===== config.mk =====
export PLATFORM = sky130hd
export DESIGN_NAME = pong_match_controller
export DESIGN_NICKNAME = d
export VERILOG_FILES = /design/src/rtl/pong_match_controller.sv
export SDC_FILE = /design/constraint.sdc
export NUM_CORES = 1
export LEC_CHECK = 0
export BUFFER_PORTS_ARGS = -buffer_cell sky130_fd_sc_hd__buf_2
export CAP_MARGIN = 10
export CORE_MARGIN = 1
export CORE_UTILIZATION = 58
export DETAILED_ROUTE_END_ITERATION = 16
export GPL_TIMING_DRIVEN = 0
export PLACE_DENSITY_LB_ADDON = 0.25
export SYNTH_ARGS = -nofsm -noshare
export SYNTH_HDL_FRONTEND = slang
export SYNTH_SLANG_ARGS = --single-unit

===== constraint.sdc =====
create_clock -name CLOCK_25 -period 6.2 [get_ports CLOCK_25]
set_input_delay 0.31 -clock CLOCK_25 [delete_from_list [all_inputs] [get_ports CLOCK_25]]
set_output_delay 0.31 -clock CLOCK_25 [all_outputs]
set_load 0.01 [all_outputs]

===== src/rtl/pong_match_controller.sv =====
// Match-level sequencer for Pong: game state, scores, pause key handling,
// datapath run/serve gating and the LED animation.
module pong_match_controller #(
  parameter int WIN_SCORE     = 7,
  parameter int SERVE_TICKS   = 32,
  parameter int GOAL_TICKS    = 64,
  parameter int WIN_TICKS     = 256,
  parameter int LOCKOUT_TICKS = 4
) (
  input  logic       CLOCK_25,
  input  logic       reset_n,
  input  logic       tick,
  input  logic       pause_key_n,
  input  logic       miss_left,
  input  logic       miss_right,
  output logic       run,
  output logic       ball_reset,
  output logic       serve_left,
  output logic [2:0] score_1,
  output logic [2:0] score_2,
  output logic       goal_1,
  output logic       goal_2,
  output logic       win_1,
  output logic       win_2,
  output logic [7:0] led
);

  localparam logic [2:0] S_PAUSED = 3'd0;
  localparam logic [2:0] S_SERVE  = 3'd1;
  localparam logic [2:0] S_PLAY   = 3'd2;
  localparam logic [2:0] S_GOAL   = 3'd3;
  localparam logic [2:0] S_WIN    = 3'd4;

  logic [2:0] st, st_n, resume, res_n;
  logic [8:0] cnt, cnt_n, lock, lock_n;
  logic [2:0] s1_n, s2_n;
  logic       sl_n, g1_n, g2_n, w1_n, w2_n;
  logic [7:0] led_n;
  logic       k1, k2, k3, press, accept, miss_any;

  // Key sync chain idles high (released); press is the synced falling edge.
  always_ff @(posedge CLOCK_25 or negedge reset_n) begin
    if (!reset_n) begin
      k1 <= 1'b1;
      k2 <= 1'b1;
      k3 <= 1'b1;
    end else begin
      k1 <= pause_key_n;
      k2 <= k1;
      k3 <= k2;
    end
  end

  assign press    = k3 & ~k2;
  assign miss_any = miss_left | miss_right;
  // A press that collides with a miss in PLAY is swallowed and does not arm lockout.
  assign accept   = press && (lock == 9'd0) &&
                    ((st == S_PAUSED) || (st == S_SERVE) || ((st == S_PLAY) && !miss_any));

  always_comb begin
    lock_n = lock;
    if (accept)
      lock_n = 9'(LOCKOUT_TICKS);
    else if (tick && lock != 9'd0)
      lock_n = lock - 9'd1;
  end

  always_comb begin
    st_n  = st;
    res_n = resume;
    cnt_n = cnt;
    s1_n  = score_1;
    s2_n  = score_2;
    sl_n  = serve_left;
    g1_n  = goal_1;
    g2_n  = goal_2;
    w1_n  = win_1;
    w2_n  = win_2;
    case (st)
      S_PAUSED: if (accept) st_n = resume;
      S_SERVE: begin
        if (accept) begin
          res_n = S_SERVE;
          st_n  = S_PAUSED;
        end else if (tick) begin
          if (cnt == 9'(SERVE_TICKS - 1)) st_n = S_PLAY;
          else cnt_n = cnt + 9'd1;
        end
      end
      S_PLAY: begin
        if (miss_left && miss_right) begin
          st_n = S_SERVE;
        end else if (miss_right) begin
          s1_n = score_1 + 3'd1;
          sl_n = 1'b0;
          if (score_1 == 3'(WIN_SCORE - 1)) begin
            st_n = S_WIN;
            w1_n = 1'b1;
          end else begin
            st_n = S_GOAL;
            g1_n = 1'b1;
          end
        end else if (miss_left) begin
          s2_n = score_2 + 3'd1;
          sl_n = 1'b1;
          if (score_2 == 3'(WIN_SCORE - 1)) begin
            st_n = S_WIN;
            w2_n = 1'b1;
          end else begin
            st_n = S_GOAL;
            g2_n = 1'b1;
          end
        end else if (accept) begin
          res_n = S_PLAY;
          st_n  = S_PAUSED;
        end
      end
      S_GOAL: begin
        if (tick) begin
          if (cnt == 9'(GOAL_TICKS - 1)) st_n = S_SERVE;
          else cnt_n = cnt + 9'd1;
        end
      end
      S_WIN: begin
        if (tick) begin
          if (cnt == 9'(WIN_TICKS - 1)) begin
            s1_n  = 3'd0;
            s2_n  = 3'd0;
            sl_n  = 1'b0;
            res_n = S_SERVE;
            st_n  = S_PAUSED;
          end else begin
            cnt_n = cnt + 9'd1;
          end
        end
      end
      default: st_n = S_PAUSED;
    endcase
    if (st_n != st) cnt_n = 9'd0;
    if (st_n != S_GOAL) begin
      g1_n = 1'b0;
      g2_n = 1'b0;
    end
    if (st_n != S_WIN) begin
      w1_n = 1'b0;
      w2_n = 1'b0;
    end
  end

  always_comb begin
    led_n = 8'h00;
    case (st_n)
      S_PAUSED: led_n = 8'b1000_0001;
      S_GOAL: begin
        if (st != S_GOAL)  led_n = g1_n ? 8'b0000_0001 : 8'b1000_0000;
        else if (tick)     led_n = goal_1 ? {led[6:0], led[7]} : {led[0], led[7:1]};
        else               led_n = led;
      end
      // 8-tick blink: counter bit 3 selects the dark half.
      S_WIN:   led_n = cnt_n[3] ? 8'h00 : 8'hFF;
      default: led_n = 8'h00;
    endcase
  end

  always_ff @(posedge CLOCK_25 or negedge reset_n) begin
    if (!reset_n) begin
      st         <= S_PAUSED;
      resume     <= S_SERVE;
      cnt        <= 9'd0;
      lock       <= 9'd0;
      run        <= 1'b0;
      ball_reset <= 1'b0;
      serve_left <= 1'b0;
      score_1    <= 3'd0;
      score_2    <= 3'd0;
      goal_1     <= 1'b0;
      goal_2     <= 1'b0;
      win_1      <= 1'b0;
      win_2      <= 1'b0;
      led        <= 8'b1000_0001;
    end else begin
      st         <= st_n;
      resume     <= res_n;
      cnt        <= cnt_n;
      lock       <= lock_n;
      run        <= (st_n == S_PLAY);
      ball_reset <= (st_n == S_SERVE);
      serve_left <= sl_n;
      score_1    <= s1_n;
      score_2    <= s2_n;
      goal_1     <= g1_n;
      goal_2     <= g2_n;
      win_1      <= w1_n;
      win_2      <= w2_n;
      led        <= led_n;
    end
  end

endmodule


## Word-level counts from Yosys, hierarchy flattened

Index checks and enable logic that the tools add are counted.
W data, S select, Z words.

- Bitwise operators: 3
- Reductions and logical operators: 31
- Equality and inequality tests: 40
- Muxes and demuxes: 77
- Add/sub/neg operators: 4

Operator list:

| operator | number |
|---|---|
| $mux W9 | 10 |
| $mux W3 | 28 |
| $mux W8 | 5 |
| $mux W1 | 27 |
| $pmux W9 S3 | 1 |
| $pmux W8 S3 | 1 |
| $ne A3 B3 Y1 const B | 7 |
| $reduce_and A5 Y1 | 4 |
| $ne A2 B2 Y1 const B | 9 |
| $reduce_bool A2 Y1 | 9 |
| $reduce_and A8 Y1 | 2 |
| $ne A3 B2 Y1 const B | 5 |
| $pmux W3 S5 | 1 |
| $eq A3 B2 Y1 const B | 4 |
| $eq A3 B3 Y1 const B | 4 |
| $pmux W3 S2 | 2 |
| $ne A2 B1 Y1 const B | 5 |
| $add A9 B1 Y9 const B | 1 |
| $eq A9 B5 Y1 const B | 1 |
| $eq A9 B6 Y1 const B | 1 |
| $eq A9 B8 Y1 const B | 1 |
| $logic_not A9 Y1 | 1 |
| $pmux W3 S3 | 1 |
| $reduce_bool A9 Y1 | 1 |
| other kinds (16) | 24 |

- Input port bits: 6
- Register bits after elaboration: 48
- Output and inout bits: 21
- Logic and storage cells: 173

## Longest topological paths before layout

- Word-level depth: 15
- Depth in mapped cells: 13
- Mapped depth without buffers: 11

## Worst setup path after synthesis

No wires, ideal clock.

- Path kind: reg-to-reg
- Start point: register cnt[0]
- End point: register led[1]
- Setup time: 126 ps
- Data required time: 6074 ps
- Cell stages (with the launch flop): 14
- Path buffers: 2
- Setup slack: 3501 ps
- Arrival time: 2573 ps
- Period minus slack after synthesis: 2699 ps
- Path through: dfrtp_1 ha_1 and4_1 clkbuf_1 nand2_1 nor2_1 ha_1 nand4bb_1 a21oi_1 o2111ai_1 or3_1 buf_6 a211oi_1 a21oi_1

- Cells in the longest elaborated chain, start to end: 9
- Elaborated cells between the ends (all ways): 28
- Classes of those cells: 1 x add/sub; 7 x eq/ne; 19 x mux; 1 x reduce/logical

Ends and longest elaborated chain:

| item | line | text |
|---|---|---|
| start, declared | 35 | `logic [8:0] cnt, cnt_n, lock, lock_n;` |
| start signal, assigned | 184 | `cnt <= cnt_n;` |
| branches (longest 9 deep; another with $add A9 B1 Y9) | - |  |
| end signal, assigned | 195 | `led <= led_n;` |
| end, declared | 25 | `output logic [7:0] led` |

Parallel ways; which one is timed is not known. The select of a mux whose other input is x is not followed.
A chain may end at the register's enable or synchronous reset.

## Worst setup path after layout

- Start point: register cnt[0]
- End point: register led[5]

The elaborated chain is that of the path after synthesis.

==> reports/metrics.cfg <==
[outcome]
outcome = complete, no violations

[final_layout]
fillers = 414
final_cell_mix = dfrtp_1, nor2_1, nand2_1
area_growth_pct = 11.3
finalNetCount = 354
insertedDiodeCount = 0
final_common_cell = dfrtp_1
final_layout_size_suffix_gt1_frac = 0.185

[timing]
fin_setup_tns_ns = 0
period_needed_ns = 3.08
slew_violations = 0
hold_violations = 0
rsz0062_at_grt = false
setup_viol = 0
max_freq_ghz = 0.325
final.setup_skew_ns = 0.0105
fin_crit_sh = 0.496
tightest_slew_ns = 1.11
slew_headroom = 0.252

[pwr]
power_density_nw_per_um2 = 331
power.total_mw = 1.07
leakage_nw = 1.32
worst_ir_drop_vdd_uv = 188

[logic_synthesis]
synth_seq_area_share = 0.409
netlist_instances = 307
synth_ff_type = dfrtp_1
synth_edf_count = 0
ys_types = 65
synth_fp_nets = 322
synth.avg_cell_area_um2 = 9.43
ys_ff_latch = 47
async_reset_ff_frac = 1.00
synth_area_um2 = 2900
ys.warnings.count = 0

[placed_design]
hpwl_um = 4360
io_buffer_count = 25
place_congestion = 0.847

[grt]
grt_pass1_wl_um = 10300
use_met3 = 0.0456
use_met1 = 0.356
grt_pass1_vias = 2180
antenna_found_initial = 0
grt_use_met2 = 0.398
grt_busiest_layer = met2
track_usage = 0.253
grt_overflow = 0
grt_max_degree = 48

[clocking]
clk_root_buffer_cell = clkbuf_8
ctsHoldBuffers = 0
clk_path_buf_depth = 2
cts-resized-gates = 0
clk_pin_slew_ns = 0.09
htree_num_levels = 2
clk_latency_ns = 0.31
clock-sinks = 47
numCtsBuffers = 5
post_cts_buffers = 0
cts_tree = yes

[critical_path]
cp-start-kind = flip-flop
cp-end-kind = flip-flop
crit_fanout = 8
r2r_slack_ns = 3.12
path_class = flip-flop to flip-flop
worstPathRequired_ns = 6.39
crit_arrival_ns = 3.27

[detailed_routing]
vias = 2452
wirelength_um = 6200
avgViaCountPerCell = 6.02
final_antenna_net_count = 0
wl_per_cell_um = 15.2
drtPass1Iterations = 5
drc_errors = 0
first_iter_violations = 236

[floorplanning]
dieArea_um2 = 5280
num_io_pins = 27
fp.dieH_um = 72.7
die_w_um = 72.7
rows = 25
initial_utilization = 0.609
core_um2 = 4750

[worst_hold_path]
holdCritPathClass = input pin to flip-flop

[run]
drv_cap = 0

==> critical path, cell delays in order, from the launching register on <==
cell and delay (ns):
dfrtp_1 0.41, ha_1 0.23, and4_1 0.19, clkbuf_1 0.15, nand2_1 0.11, nor2_1 0.06, ha_1 0.24, nand4bb_1 0.23
a21oi_1 0.25, o2111ai_1 0.23, or3_1 0.38, buf_6 0.15, a211oi_1 0.25, a21oi_1 0.10
==> layout make-up <==
class	count	area [um2]	area share
multi-input combinational	237	1620	0.501
sequential	47	1180	0.367
timing repair buffer	25	125	0.0388
tap	67	83.8	0.0260
clock buffer	6	82.6	0.0256
buffer	14	63.8	0.0198
clock inverter	2	35.0	0.0109
inverter	9	33.8	0.0105
==> sequential cells by signal (all words and copies together) (netlist names), 2 cells and up <==
signal   flops
cnt          9
led          8
lock         9
resume       2
score_1      3
score_2      3
st           3
==> report_power, final <==
| part | switching [mW] | leakage, nW | internal, mW |
|---|---|---|---|
| combinational | 0.215 | 0.657 | 0.154 |
| sequential | 0.0733 | 0.604 | 0.384 |
| clock | 0.108 | 0.0612 | 0.131 |
| total | 0.397 | 1.32 | 0.669 |
==> stage by stage <==
step           instance area, um2  setup WS (ns)  utilization  hold WS (ns)  std cells
2_1_floorplan                2900           3.50            -        0.0144        307
3_3_place_gp                 3110           3.23        0.653         0.348        399
3_5_place_dp                 3110           3.16        0.653         0.350        399
4_1_cts                      3220           3.13        0.678        0.0900        407
5_1_grt                      3220           2.90        0.678        0.0863        407
6_report                     3220           3.12        0.678        0.0995        407
==> per-layer routing <==
layer,wire [um],up-vias,part of all wire
li1,-,1188,-
met1,2840,1169,0.46
met2,2900,84,0.47
met3,345,11,0.056
met4,116,0,0.019
met5,0,-,0
==> cell usage after synthesis, types with 3 or more instances <==
library cell  count  share of area
o21ai_1           3         0.0052
nor3_1           16          0.028
nand2_1          26          0.034
nand3b_1          3         0.0078
dfstp_2           6          0.054
nor4_1            3         0.0065
nor2_1           33          0.043
a211oi_1          9          0.023
a31oi_1           7          0.015
mux2_2            3          0.012
a21oi_1          17          0.029
dfrtp_1          41           0.35
clkbuf_1         12          0.016
xnor2_1           7          0.021
ha_1              9          0.039
nand2b_1          3         0.0065
and2_1            3         0.0065
o21ai_0          19          0.033
o211ai_1          7          0.018
inv_1             9          0.012
mux2i_1           9          0.031
nand3_1           4         0.0069
nor3b_1           3         0.0078
o31ai_1           3         0.0078
or3b_2            4          0.012
xor2_1            6          0.018
==> path summary, 6_finish.rpt <==
check | end | cells after the start | startpoint
setup / recovery | led[5] | 13 | cnt[0]
hold / removal | k1 | 1 | pause_key_n
min in group asynchronous | score_1[2] | 1 | reset_n
setup reg to reg | led[5] | 13 | cnt[0]
hold reg to reg | k2 | 0 | k1
max in group asynchronous | cnt[1] | 1 | reset_n
==> logic make-up after synthesis <==
logic type      share of synthesized area
compound gates                      0.201
xor+xnor                           0.0393
fa+ha+maj                          0.0389
buf+inv                            0.0337
flops                               0.409
mux                                0.0557
simple gates                        0.222
Note: power is estimated with default switching activity, not from simulation.
